===== src/rtl/hazard_ctrl_unit.sv =====
// hazard_ctrl_unit
//   Pipeline hazard controller for the 5-stage core.
//   - Selects ALU operand forwarding sources for the instruction in EX
//     (MEM result has priority over WB result, x0 is never forwarded).
//   - Drives the PC / IF/ID / ID/EX write enables and the bubble/flush
//     controls for load-use stalls, multi-cycle mul/div occupancy and
//     taken branches.
//   - Counts stalled cycles (pc_write low) in a saturating counter.
//
// Ports
//   clk, rst_n                  core clock, asynchronous active-low reset
//   id_rs1/id_rs2, id_uses_*    source registers of the ID instruction
//   ex_rs1/ex_rs2, ex_rd        sources / destination of the EX instruction
//   ex_reg_write, ex_mem_read   EX writes a register / EX is a load
//   ex_muldiv_start             mul/div in EX on its first cycle
//   branch_taken                branch/jump resolved taken in EX
//   mem_rd/mem_reg_write        destination / write enable in MEM
//   wb_rd/wb_reg_write          destination / write enable in WB
//   pc_write, if_id_write, id_ex_write   stage-register enables
//   if_id_flush, id_ex_flush    bubble insertion into IF/ID, ID/EX
//   ex_mem_bubble               EX/MEM captures a bubble
//   fwd_a_sel, fwd_b_sel        00 regfile, 01 WB, 10 MEM
//   md_busy                     mul/div occupying EX beyond its first cycle
//   stall_count                 saturating count of cycles with pc_write=0
//
// All control outputs are combinational from the current inputs and state;
// while rst_n is low every output is forced to zero.

module hazard_ctrl_unit #(
  parameter int REG_ADDR_W = 5,
  parameter int MULDIV_LAT = 4,
  parameter int CNT_W      = 16
) (
  input  logic                  clk,
  input  logic                  rst_n,
  input  logic [REG_ADDR_W-1:0] id_rs1,
  input  logic [REG_ADDR_W-1:0] id_rs2,
  input  logic                  id_uses_rs1,
  input  logic                  id_uses_rs2,
  input  logic [REG_ADDR_W-1:0] ex_rs1,
  input  logic [REG_ADDR_W-1:0] ex_rs2,
  input  logic [REG_ADDR_W-1:0] ex_rd,
  input  logic                  ex_reg_write,
  input  logic                  ex_mem_read,
  input  logic                  ex_muldiv_start,
  input  logic                  branch_taken,
  input  logic [REG_ADDR_W-1:0] mem_rd,
  input  logic [REG_ADDR_W-1:0] wb_rd,
  input  logic                  mem_reg_write,
  input  logic                  wb_reg_write,
  output logic                  pc_write,
  output logic                  if_id_write,
  output logic                  id_ex_write,
  output logic                  if_id_flush,
  output logic                  id_ex_flush,
  output logic                  ex_mem_bubble,
  output logic [1:0]            fwd_a_sel,
  output logic [1:0]            fwd_b_sel,
  output logic                  md_busy,
  output logic [CNT_W-1:0]      stall_count
);

  localparam int MD_CNT_W = $clog2(MULDIV_LAT);

  localparam logic [0:0] RUN     = 1'b0;
  localparam logic [0:0] MD_BUSY = 1'b1;

  // md_cnt holds the number of MD_BUSY cycles still to run, including the
  // current one. The start cycle itself is a stall cycle in RUN, so only
  // MULDIV_LAT-2 busy cycles follow it.
  localparam logic [MD_CNT_W-1:0]   MD_LOAD     = MD_CNT_W'(MULDIV_LAT - 2);
  localparam logic [MD_CNT_W-1:0]   MD_ONE      = MD_CNT_W'(1);
  localparam logic [MD_CNT_W-1:0]   MD_ZERO     = MD_CNT_W'(0);
  localparam logic                  MD_HAS_BUSY = (MULDIV_LAT > 2) ? 1'b1 : 1'b0;
  localparam logic [REG_ADDR_W-1:0] REG_ZERO    = REG_ADDR_W'(0);
  localparam logic [CNT_W-1:0]      CNT_MAX     = {CNT_W{1'b1}};
  localparam logic [CNT_W-1:0]      CNT_ONE     = CNT_W'(1);
  localparam logic [CNT_W-1:0]      CNT_ZERO    = CNT_W'(0);

  logic [0:0]          state_r;
  logic [0:0]          state_nxt_s;
  logic [MD_CNT_W-1:0] md_cnt_r;
  logic [MD_CNT_W-1:0] md_cnt_nxt_s;
  logic [CNT_W-1:0]    stall_count_r;

  logic       load_use_s;
  logic       pc_write_s;
  logic       if_id_write_s;
  logic       id_ex_write_s;
  logic       if_id_flush_s;
  logic       id_ex_flush_s;
  logic       ex_mem_bubble_s;
  logic [1:0] fwd_a_s;
  logic [1:0] fwd_b_s;
  logic       md_busy_s;

  // Register writes from EX do not influence any hazard decision here.
  logic unused_ex_reg_write_s;
  assign unused_ex_reg_write_s = ex_reg_write;

  // Forwarding source for one EX operand; MEM is the younger result so it wins.
  function automatic logic [1:0] fwd_sel(
    input logic [REG_ADDR_W-1:0] src,
    input logic                  mem_we,
    input logic [REG_ADDR_W-1:0] mem_dst,
    input logic                  wb_we,
    input logic [REG_ADDR_W-1:0] wb_dst
  );
    logic [1:0] sel;
    if (mem_we && (mem_dst != REG_ZERO) && (mem_dst == src)) begin
      sel = 2'b10;
    end else if (wb_we && (wb_dst != REG_ZERO) && (wb_dst == src)) begin
      sel = 2'b01;
    end else begin
      sel = 2'b00;
    end
    return sel;
  endfunction

  assign load_use_s = ex_mem_read && (ex_rd != REG_ZERO) &&
                      ((id_uses_rs1 && (id_rs1 == ex_rd)) ||
                       (id_uses_rs2 && (id_rs2 == ex_rd)));

  // Control decode and next-state selection; outputs held at zero in reset.
  always_comb begin
    pc_write_s      = 1'b0;
    if_id_write_s   = 1'b0;
    id_ex_write_s   = 1'b0;
    if_id_flush_s   = 1'b0;
    id_ex_flush_s   = 1'b0;
    ex_mem_bubble_s = 1'b0;
    fwd_a_s         = 2'b00;
    fwd_b_s         = 2'b00;
    md_busy_s       = 1'b0;
    state_nxt_s     = state_r;
    md_cnt_nxt_s    = md_cnt_r;
    if (!rst_n) begin
      state_nxt_s  = RUN;
      md_cnt_nxt_s = MD_ZERO;
    end else begin
      fwd_a_s = fwd_sel(ex_rs1, mem_reg_write, mem_rd, wb_reg_write, wb_rd);
      fwd_b_s = fwd_sel(ex_rs2, mem_reg_write, mem_rd, wb_reg_write, wb_rd);
      case (state_r)
        RUN: begin
          pc_write_s    = 1'b1;
          if_id_write_s = 1'b1;
          id_ex_write_s = 1'b1;
          if (branch_taken) begin
            // Wrong-path instructions are discarded, so no stall is needed.
            if_id_flush_s = 1'b1;
            id_ex_flush_s = 1'b1;
          end else if (ex_muldiv_start) begin
            pc_write_s      = 1'b0;
            if_id_write_s   = 1'b0;
            id_ex_write_s   = 1'b0;
            ex_mem_bubble_s = 1'b1;
            if (MD_HAS_BUSY) begin
              state_nxt_s  = MD_BUSY;
              md_cnt_nxt_s = MD_LOAD;
            end else begin
              state_nxt_s  = RUN;
              md_cnt_nxt_s = MD_ZERO;
            end
          end else if (load_use_s) begin
            pc_write_s    = 1'b0;
            if_id_write_s = 1'b0;
            id_ex_flush_s = 1'b1;
          end else begin
            state_nxt_s = RUN;
          end
        end
        MD_BUSY: begin
          ex_mem_bubble_s = 1'b1;
          md_busy_s       = 1'b1;
          md_cnt_nxt_s    = md_cnt_r - MD_ONE;
          // Leave once the post-decrement count reaches zero.
          if (md_cnt_r == MD_ONE) begin
            state_nxt_s = RUN;
          end else begin
            state_nxt_s = MD_BUSY;
          end
        end
        default: begin
          state_nxt_s  = RUN;
          md_cnt_nxt_s = MD_ZERO;
        end
      endcase
    end
  end

  // FSM state and mul/div occupancy counter.
  always_ff @(posedge clk or negedge rst_n) begin
    if (!rst_n) begin
      state_r  <= RUN;
      md_cnt_r <= MD_ZERO;
    end else begin
      state_r  <= state_nxt_s;
      md_cnt_r <= md_cnt_nxt_s;
    end
  end

  // Saturating performance counter of stalled fetch cycles.
  always_ff @(posedge clk or negedge rst_n) begin
    if (!rst_n) begin
      stall_count_r <= CNT_ZERO;
    end else if (!pc_write_s && (stall_count_r != CNT_MAX)) begin
      stall_count_r <= stall_count_r + CNT_ONE;
    end else begin
      stall_count_r <= stall_count_r;
    end
  end

  assign pc_write      = pc_write_s;
  assign if_id_write   = if_id_write_s;
  assign id_ex_write   = id_ex_write_s;
  assign if_id_flush   = if_id_flush_s;
  assign id_ex_flush   = id_ex_flush_s;
  assign ex_mem_bubble = ex_mem_bubble_s;
  assign fwd_a_sel     = fwd_a_s;
  assign fwd_b_sel     = fwd_b_s;
  assign md_busy       = md_busy_s;
  assign stall_count   = stall_count_r;

  hazard_ctrl_unit_chk u_chk (
    .clk             (clk),
    .rst_n           (rst_n),
    .ex_muldiv_start (ex_muldiv_start),
    .ex_mem_read     (ex_mem_read),
    .md_busy         (md_busy_s),
    .pc_write        (pc_write_s)
  );

endmodule

// hazard_ctrl_unit_chk
//   Protocol and consistency properties for hazard_ctrl_unit.
//   Ports mirror the observed DUT signals; no outputs.
module hazard_ctrl_unit_chk (
  input logic clk,
  input logic rst_n,
  input logic ex_muldiv_start,
  input logic ex_mem_read,
  input logic md_busy,
  input logic pc_write
);

  // A mul/div start cannot coincide with a load while the unit is accepting ops.
  a_start_not_load: assert property (@(posedge clk) disable iff (!rst_n)
    !(!md_busy && ex_muldiv_start && ex_mem_read));

  // Mul/div occupancy always freezes fetch.
  a_busy_stalls: assert property (@(posedge clk) disable iff (!rst_n)
    md_busy |-> !pc_write);

endmodule


===== config.mk =====
export PLATFORM = sky130hd
export DESIGN_NAME = hazard_ctrl_unit
export DESIGN_NICKNAME = d
export VERILOG_FILES = /design/src/rtl/hazard_ctrl_unit.sv
export SDC_FILE = /design/constraint.sdc
export NUM_CORES = 1
export LEC_CHECK = 0
export BUFFER_PORTS_ARGS = -buffer_cell sky130_fd_sc_hd__clkbuf_2
export CORE_MARGIN = 1.5
export CORE_UTILIZATION = 46
export CTS_CLUSTER_SIZE = 25
export DETAILED_ROUTE_END_ITERATION = 8
export PLACE_DENSITY = 0.81
export SYNTH_ARGS = -nofsm -noshare
export SYNTH_HDL_FRONTEND = slang
export SYNTH_HIERARCHICAL = 1
export SYNTH_SLANG_ARGS = --single-unit

===== constraint.sdc =====
create_clock -name clk -period 2.2 [get_ports clk]
set_input_delay 0 -clock clk [delete_from_list [all_inputs] [get_ports clk]]
set_output_delay 0 -clock clk [all_outputs]
set_load 0.005 [all_outputs]

==> results of run 1 <==
kinds of logic (layout without fill, tap and decap cells):
logic type                 Yosys count  in the layout  synth area share (%)
AOI/OAI and AO/OA                    9              9                  4.56
xor gates and xnor gates            44             44                  27.0
adders and majority gates            2              2                  1.75
buffers and inverters                4             82                  1.84
DFF                                 19             19                  33.3
muxes                                3              3                  2.63
and+or+nand+nor                     61             61                  28.9
layout make-up:
class | count | share of cell area [%]
multi-input cells | 119 | 49.4
flip-flops and latches | 19 | 25.4
repair buffers | 76 | 21.2
well taps | 33 | 2.20
clock buffers | 4 | 1.40
inverters | 2 | 0.401
routing by layer:
metal / GRT usage, % / routed length (um) / up-vias
li1: - / - / 658
met1: 22.4 / 1360 / 604
met2: 34.0 / 1570 / 36
met3: 3.74 / 152 / 2
met4: 5.19 / 22 / 0
met5: 0 / 0 / -
worst register-to-register path: stages (launching register included):
cell and delay (ns):
dfrtp_1 0.45, ha_1 0.20, nand3_1 0.20, nor4_4 0.34, buf_4 0.23, nor2_2 0.06
mux2_4 0.31
through the flow:
step / std cells / hold slack [ns] / instance area [sq um] / setup slack, ns
floorplan: 142 / -0.296 / 1430 / 0.348
global placement: 248 / -0.149 / 1840 / 0.365
detailed placement: 248 / -0.147 / 1840 / 0.331
CTS: 253 / 0.0824 / 1870 / 0.310
global route: 253 / 0.0804 / 1870 / 0.158
finish: 253 / 0.0851 / 1870 / 0.322
cell usage in the layout, fill, tap and decap left out, types with 3 or more instances in the layout:
cell type | netlist | final
nand3_1 | 5 | 5
nand4_1 | 5 | 5
o21ai_0 | 3 | 3
nor3_2 | 8 | 8
nand2_1 | 12 | 12
xnor2_1 | 16 | 16
nor4_1 | 6 | 6
and2_1 | 3 | 3
clkbuf_2 | 0 | 70
xor2_1 | 28 | 28
or4_1 | 5 | 5
nor2_1 | 3 | 3
dfrtp_1 | 19 | 19
buf_4 | 1 | 5
clkbuf_4 | 0 | 3
registers in the layout, indices dropped and copies added (netlist names):
| signal | count |
|---|---|
| stall_count | 16 |
| md_cnt_r | 2 |
| state_r | 1 |
worst max-delay path by stage:
stage | from | to | depth (start not counted)
finish | stall_count[0] | stall_count[1] | 6
global route | stall_count[0] | stall_count[14] | 6
CTS | stall_count[0] | stall_count[1] | 6
detailed placement | stall_count[0] | stall_count[1] | 6
global placement | stall_count[0] | stall_count[1] | 6
floorplan | stall_count[0] | stall_count[13] | 6
timing repair:
action / 4_1_cts / 5_1_grt
gates resized for setup: 0 / 0
endpoints found under the hold margin: 19 / 0
hold buffers: 1 / 0
power by group:
group          total [W]  internal, W  switching (W)
registers       0.000632     0.000471       0.000162
clock network   0.000174    0.0000706       0.000104
logic           0.000539     0.000293       0.000246
==> results_dict.tcl, run 1 <==
set metrics [dict create \
    netlist_area_sq_mm 0.00143 \
    ys.flop_type "dfrtp_1" \
    grt-ovfl-total 0 \
    grt_pass1_vias 1201 \
    setup_tns_ns 0 \
    r2r-start "stall_count[0]" \
    cts_tree "yes" \
    cts_made_buffers 3 \
    yosysMostFrequentCell "xor2_1" \
    path_buf_inv 1 \
    finalMaxSlewViolations 0 \
    synth.area.top_cells "dfrtp_1 33%, xor2_1 17%, xnor2_1 9.8%, nor3_2 5.6%, nand2_1 3.2%" \
    power_w 0.00135 \
    die_y_um 58.7 \
    diodes 0 \
    ir_drop_uv 597 \
    drc 0 \
    rsz0062_at_grt "false" \
    tightest_slew_ns 0.389 \
    cts_htree_levels 1 \
    crit_path_max_fanout 7 \
    cp_data_arrival_time_ns 2.07 \
    grt.total_usage_pct 18.7 \
    final_core_util_pct 62.4 \
    ff_latch_area_sq_um 475 \
    synth-edff-count 0 \
    syn_to_final_growth_pct 31.3 \
    clk_latency_ns 0.29 \
    crit_type "reg -> reg" \
    via_count 1300 \
    first_pass_iters 4 \
    p_leak_nw 0.900 \
    outcome "finished clean" \
    syn-mean-instance-area_sq_um 10.1 \
    finalHoldViolations 0 \
    fp-row-count 20 \
    gp_congestion 0.863 \
    viasPerCell 5.14 \
    die_area_sq_mm 0.00345 \
    clock_skew_ns 0.00296 \
    max_cap_violations 0 \
    crit_slowest_cell "dfrtp_1" \
    synth_top_cell_by_area "dfrtp_1" \
    cp_data_required_time_ns 2.39 \
    synth_cell_types 36 \
    worstSetupEndpointType "flip-flop" \
    netlist_instances 142 \
    rr_worst_depth 6 \
    r2r_slack_ns 0.32 \
    drtIter0Drc 28 \
    power_density_mw_per_mm2 718 \
    synthTopCellsByCount "28 x xor2_1, 19 x dfrtp_1, 16 x xnor2_1" \
    multi_input_area_sq_um 926 \
    grt_pass1_wl_mm 5.02 \
    die_w_um 58.7 \
    nets 268 \
    synth-warning-count 6 \
    cts_max_path_buffers 2 \
    slew_headroom_pct 73.8 \
    final-setup-viol-count 0 \
    port_buffers 70 \
    critPathMaxStageDelay_ns 0.45 \
    netlist.area_leader.share_pct 33.3 \
    nFillCells 271 \
    worstReg2RegEnd "stall_count[1]" \
    async_flop_share_pct 100 \
    synth_fp_nets 189 \
    cts_setup_buffers 0 \
    antenna_left 0 \
    antenna_found_initial 0 \
    dpl.hpwl_mm 2.61 \
    synth_seq_cells 19 \
    wl_per_cell_um 12.3 \
    startpoint_type "flip-flop" \
    clock-root-buffer "clkbuf_4" \
    clock.fmax_ghz 0.533 \
    min-delay-path-class "in -> async" \
    io_pins 72 \
    period_share_pct 85.3 \
    grt_start_max_net_pins 17 \
    crit_path_cell_trace "ha_1, nand3_1, nor4_4, buf_4, nor2_2, mux2_4" \
    crit_family "simple AND/OR/NAND/NOR gates" \
    period_minus_slack_ns 1.88 \
    initial_core_util_pct 47.5 \
    core_sq_mm 0.00300 \
    synth_seq_area_share_pct 33.3 \
    clkTransAtPathRegs_ns 0.10 \
    clock-sinks 19 \
    drive_above_1_share_pct 43.6 \
    totalWireLength_mm 3.11 \
]
(Power assumes the default switching activity.)
==> run 2, diff against run 1 <==
==> constraint.sdc (replaced) <==
create_clock -name clk -period 2.2 [get_ports clk]
set_input_delay 0 -clock clk [delete_from_list [all_inputs] [get_ports clk]]
set_output_delay 0 -clock clk [all_outputs]
set_load 0.02 [all_outputs]
==> run 2 against run 1 <==
Wire length grew 0.58%. Clock-buffer cell count unchanged. Fmax is 6.0% lower. Critical path depth unchanged. Cell count down 0.40%. Final area fell by 0.40%. Worst hold slack better by 0.044 ns. Global-route usage is 0.34 points higher. Core utilization fell by 0.25 points. Largest cell class unchanged.
==> results_dict.tcl, run 2 (synthesized netlist as in run 1, its figures left out) <==
set metrics [dict create \
    outcome "finished clean" \
    grt_start_max_net_pins 17 \
    wl_per_cell_um 12.4 \
    grt_pass1_wl_mm 5.00 \
    ctsResizeCount 0 \
    cp_common_cell "clkbuf_2" \
    period_minus_slack_ns 2.00 \
    cts_made_buffers 3 \
    clk_latency_ns 0.29 \
    cts_setup_buffers 0 \
    port_buffers 70 \
    core_sq_mm 0.00300 \
    antenna_found_initial 0 \
    period_share_pct 90.8 \
    critPathMaxStageDelay_ns 0.54 \
    finalHoldViolations 0 \
    gp_congestion 0.843 \
    grt_pass1_vias 1181 \
    final_cell_mix "70 x clkbuf_2, 28 x xor2_1, 19 x dfrtp_1" \
    antenna_left 0 \
    finalMaxSlewViolations 0 \
    crit_family "buffers and inverters" \
    first_pass_iters 4 \
    cts_max_path_buffers 2 \
    io_pins 72 \
    final-setup-viol-count 0 \
    crit_path_max_fanout 13 \
    largest_reg_flops 16 \
    via_count 1305 \
    drive_above_1_share_pct 43.4 \
    initial_core_util_pct 47.5 \
    clock.fmax_ghz 0.501 \
    cp_data_arrival_time_ns 2.00 \
    worstSetupEndpointType "output pin" \
    viasPerCell 5.18 \
    mostFrequentLayoutCell "clkbuf_2" \
    setup_tns_ns 0 \
    die_y_um 58.7 \
    r2r-start "stall_count[0]" \
    cp-startpoint "rst_n" \
    clkTransAtPathRegs_ns 0.10 \
    totalWireLength_mm 3.12 \
    clock-sinks 19 \
    grt-ovfl-total 0 \
    cts_tree "yes" \
    startpoint_type "input port" \
    path_buf_inv 4 \
    cp_data_required_time_ns 2.20 \
    dp.cells 247 \
    crit_type "in -> out" \
    ir_drop_uv 718 \
    cts_htree_levels 1 \
    drc 0 \
    power_density_mw_per_mm2 796 \
    drtIter0Drc 13 \
    clock-root-buffer "clkbuf_4" \
    crit_slowest_cell "dlygate4sd3_1" \
    nets 267 \
    syn_to_final_growth_pct 30.8 \
    tightest_slew_ns 0.444 \
    final-instance-count-excl-fill 252 \
    die_w_um 58.7 \
    rsz0062_at_grt "false" \
    slew_headroom_pct 70.3 \
    diodes 0 \
    max_cap_violations 0 \
    min-delay-path-class "in -> async" \
    crit_path_cell_trace "dlygate4sd3_1, clkbuf_2, nor3b_1, a21boi_4, buf_4, clkbuf_2" \
    fp-row-count 20 \
    clock_skew_ns 0.00637 \
    dpl.hpwl_mm 2.66 \
    p_leak_nw 0.895 \
    r2r_slack_ns 0.27 \
    die_area_sq_mm 0.00345 \
    grt.total_usage_pct 19.1 \
]
run 2: path summary, 6_finish.rpt:
| path | to | cells past startpoint |
|---|---|---|
| worst max-delay path | if_id_write | 6 |
| worst min-delay path | stall_count[11] | 2 |
| worst max register to register | stall_count[1] | 6 |
| worst min register to register | stall_count[9] | 1 |
| max in group asynchronous | stall_count[2] | 3 |
| min in group clk | state_r | 4 |
run 2: report_power, final:
group	total (W)	leakage, nW	internal [W]	switching, W
Clock	0.000170	0.0150	0.0000705	0.0000997
Sequential	0.000632	0.223	0.000471	0.000161
Combinational	0.000684	0.657	0.000293	0.000390
Total	0.00149	0.895	0.000835	0.000651
run 2: what timing repair did:
item                       4_1_cts  5_1_grt
hold buffers                     1        0
setup endpoints to repair        0        0
hold endpoints to repair        19        0
run 2: area by class of cell:
type | count | area, sq um
timing repair buffer | 75 | 390
inverter | 2 | 7.51
multi-input combinational | 119 | 926
fill | 281 | 1140
clock buffer | 4 | 26.3
sequential | 19 | 475
tap | 33 | 41.3
run 2: stage by stage:
step                      hold slack [ns]  area (sq um)  util [%]  setup WS (ns)  total power, W
after floorplan                    -0.296          1430         -          0.133         0.00107
after global placement             -0.117          1830      61.0          0.327         0.00130
after detailed placement           -0.111          1830      61.0          0.258         0.00133
after CTS                           0.100          1870      62.2          0.199         0.00151
after global routing                0.126          1870      62.2         0.0831         0.00159
final                               0.129          1870      62.2          0.203         0.00149
run 2: layer usage:
layer | GRT usage (%) | routed length [um] | part of all wire [%]
met1 | 22.2 | 1310 | 42
met2 | 34.2 | 1580 | 51
met3 | 4.40 | 188 | 6.0
met4 | 6.82 | 46 | 1.5
met5 | 0 | 0 | 0
run 2: worst register-to-register path: stages, from the launching register on:
cell and delay [ns]:
dfrtp_1 0.45, ha_1 0.20, nand3_1 0.21, nor4_4 0.35, buf_4 0.24, nor2_2 0.06
mux2_4 0.31
==> run 3, diff against run 2 <==
- CAP_MARGIN: default -> 15
- CORE_UTILIZATION: 46 -> 47
- CTS_BUF_LIST: default -> sky130_fd_sc_hd__clkbuf_2 sky130_fd_sc_hd__clkbuf_4 sky130_fd_sc_hd__clkbuf_8
- PLACE_DENSITY: 0.81 -> 0.82
==> run 3 against run 2 <==
The flow now finishes with violations (design-rule violations). Worst hold slack better by 0.048 ns. Final area grew 0.87%. Die area fell by 2.0%. Sequential power is essentially flat. Clock power up 12%. Clock skew decreased by 0.0034 ns. Sequential share of layout area shrank 0.22 points. Critical path depth grew 1. Clock-buffer cell count is the same. Core utilization is 4.4 points higher. Via count up 0.15%. Setup slack better by 0.034 ns.
==> results_dict.tcl, run 3 (synthesized netlist as in run 1, its figures left out) <==
set metrics [dict create \
    clk_latency_ns 0.30 \
    cts_max_path_buffers 2 \
    max_cap_violations 0 \
    nets 269 \
    worstSetupEndpointType "output pin" \
    dpl.hpwl_mm 2.58 \
    final-setup-viol-count 0 \
    clock-root-buffer "clkbuf_4" \
    grt_pass1_vias 1178 \
    mostFrequentLayoutCell "clkbuf_2" \
    top_layer_used "met4" \
    io_pins 72 \
    dpl_cell_area_sq_mm 0.00184 \
    crit_family "buffers and inverters" \
    crit_path_max_fanout 12 \
    cp_data_arrival_time_ns 1.96 \
    drtIter0Drc 41 \
    ir_drop_uv 632 \
    clock_skew_ns 0.00293 \
    power_density_mw_per_mm2 800 \
    critPathMaxStageDelay_ns 0.53 \
    largest_reg_flops 16 \
    drive_above_1_share_pct 44.3 \
    timing.hold.ws_ns 0.177 \
    gp_congestion 0.861 \
    finalMaxSlewViolations 0 \
    setup_tns_ns 0 \
    totalWireLength_mm 3.02 \
    antenna_found_initial 0 \
    violations "design-rule violations" \
    crit_path_cell_trace "dlygate4sd3_1, clkbuf_2, buf_4, o211ai_1, or4_1, nor4_1, clkbuf_2" \
    drt-met1-wl_mm 1.30 \
    final-instance-count-excl-fill 252 \
    p_leak_nw 0.908 \
    port_buffers 70 \
    die_y_um 58.1 \
    die_area_sq_mm 0.00338 \
    min-delay-path-class "in -> async" \
    cts_setup_buffers 0 \
    final_cell_mix "70 x clkbuf_2, 28 x xor2_1, 19 x dfrtp_1" \
    period_minus_slack_ns 1.96 \
    outcome "finished with violations" \
    post-place-ws_ns 0.307 \
    startpoint_type "input port" \
    final_cell_area_sq_mm 0.00188 \
    grt.total_usage_pct 18.9 \
    clock-sinks 19 \
    finalHoldViolations 0 \
    cts_made_buffers 3 \
    grt_pass1_wl_mm 5.00 \
    wl_per_cell_um 12.0 \
    met3_wirelength_um 190 \
    grt-ovfl-total 0 \
    first_pass_iters 6 \
    viasPerCell 5.19 \
    clkTransAtPathRegs_ns 0.10 \
    layout_setup_ws_ns 0.236 \
    core_sq_mm 0.00283 \
    slew_headroom_pct 71.1 \
    cp_data_required_time_ns 2.20 \
    rsz0062_at_grt "false" \
    dp.cells 247 \
    initial_core_util_pct 50.5 \
    diodes 0 \
    tightest_slew_ns 0.433 \
    fp-row-count 19 \
    cts_tree "yes" \
    crit_type "in -> out" \
    antenna_left 0 \
    die_w_um 58.1 \
    nFillCells 229 \
    period_share_pct 89.3 \
    drc 7 \
    crit_slowest_cell "or4_1" \
    cts_htree_levels 1 \
    path_buf_inv 4 \
    clock.fmax_ghz 0.509 \
    cp_common_cell "clkbuf_2" \
    syn_to_final_growth_pct 31.9 \
    grt_start_max_net_pins 14 \
    route.met2.wl_mm 1.49 \
    via_count 1307 \
]
-- run 3: cell count changes in the layout (fill, tap and decap cells not counted), sizes merged --
cell  change
buf       +2
-- run 3: metal layers --
layer | GRT usage, % | vias to the layer above
li1 | - | 659
met1 | 23.0 | 603
met2 | 32.6 | 41
met5 | 0 | -
met3 | 5.13 | 4
met4 | 5.32 | 0
-- run 3: stage by stage --
step,power (W),util (%)
floorplan,0.00107,-
global placement,0.00131,65.1
detailed placement,0.00133,65.1
CTS,0.00152,66.6
global route,0.00161,66.6
finish,0.00151,66.6
-- run 3: worst register-to-register path, cell delays in order (launching register included) --
cell and delay (ns):
dfrtp_1 0.45, ha_1 0.19, nand3_1 0.21, nor4_4 0.37, buf_4 0.24, nor2_2 0.06
mux2_4 0.31
-- run 3: area by class of cell --
| type | instances | area (sq um) | area share, % |
|---|---|---|---|
| Timing Repair Buffer | 77 | 405 | 21.5 |
| Inverter | 2 | 7.51 | 0.399 |
| Multi-Input combinational cell | 119 | 926 | 49.2 |
| Tap cell | 31 | 38.8 | 2.06 |
| Clock buffer | 4 | 30.0 | 1.59 |
| Sequential cell | 19 | 475 | 25.2 |
-- run 3: path summary, 6_finish.rpt --
kind                                startpoint        endpoint  slack [ns]  depth (start not counted)
worst min register to register     md_cnt_r[1]     md_cnt_r[1]        0.49                          2
worst max-delay path                     rst_n    fwd_b_sel[0]        0.24                          7
min in group clk                  branch_taken         state_r        0.25                          4
worst min-delay path                     rst_n  stall_count[6]        0.18                          3
worst max register to register  stall_count[0]  stall_count[1]        0.27                          6
max in group asynchronous                rst_n  stall_count[2]        1.87                          3
-- run 3: what timing repair did --
item | 4_1_cts | 5_1_grt
endpoints found under the hold margin | 19 | 0
hold buffers | 1 | 0
gates resized for setup | 0 | 0
-- run 3: power by group --
group / leakage (nW) / switching [W] / internal, W
registers: 0.223 / 0.000159 / 0.000471
logic: 0.667 / 0.000390 / 0.000296
clock network: 0.0184 / 0.000107 / 0.0000830
total: 0.908 / 0.000656 / 0.000850
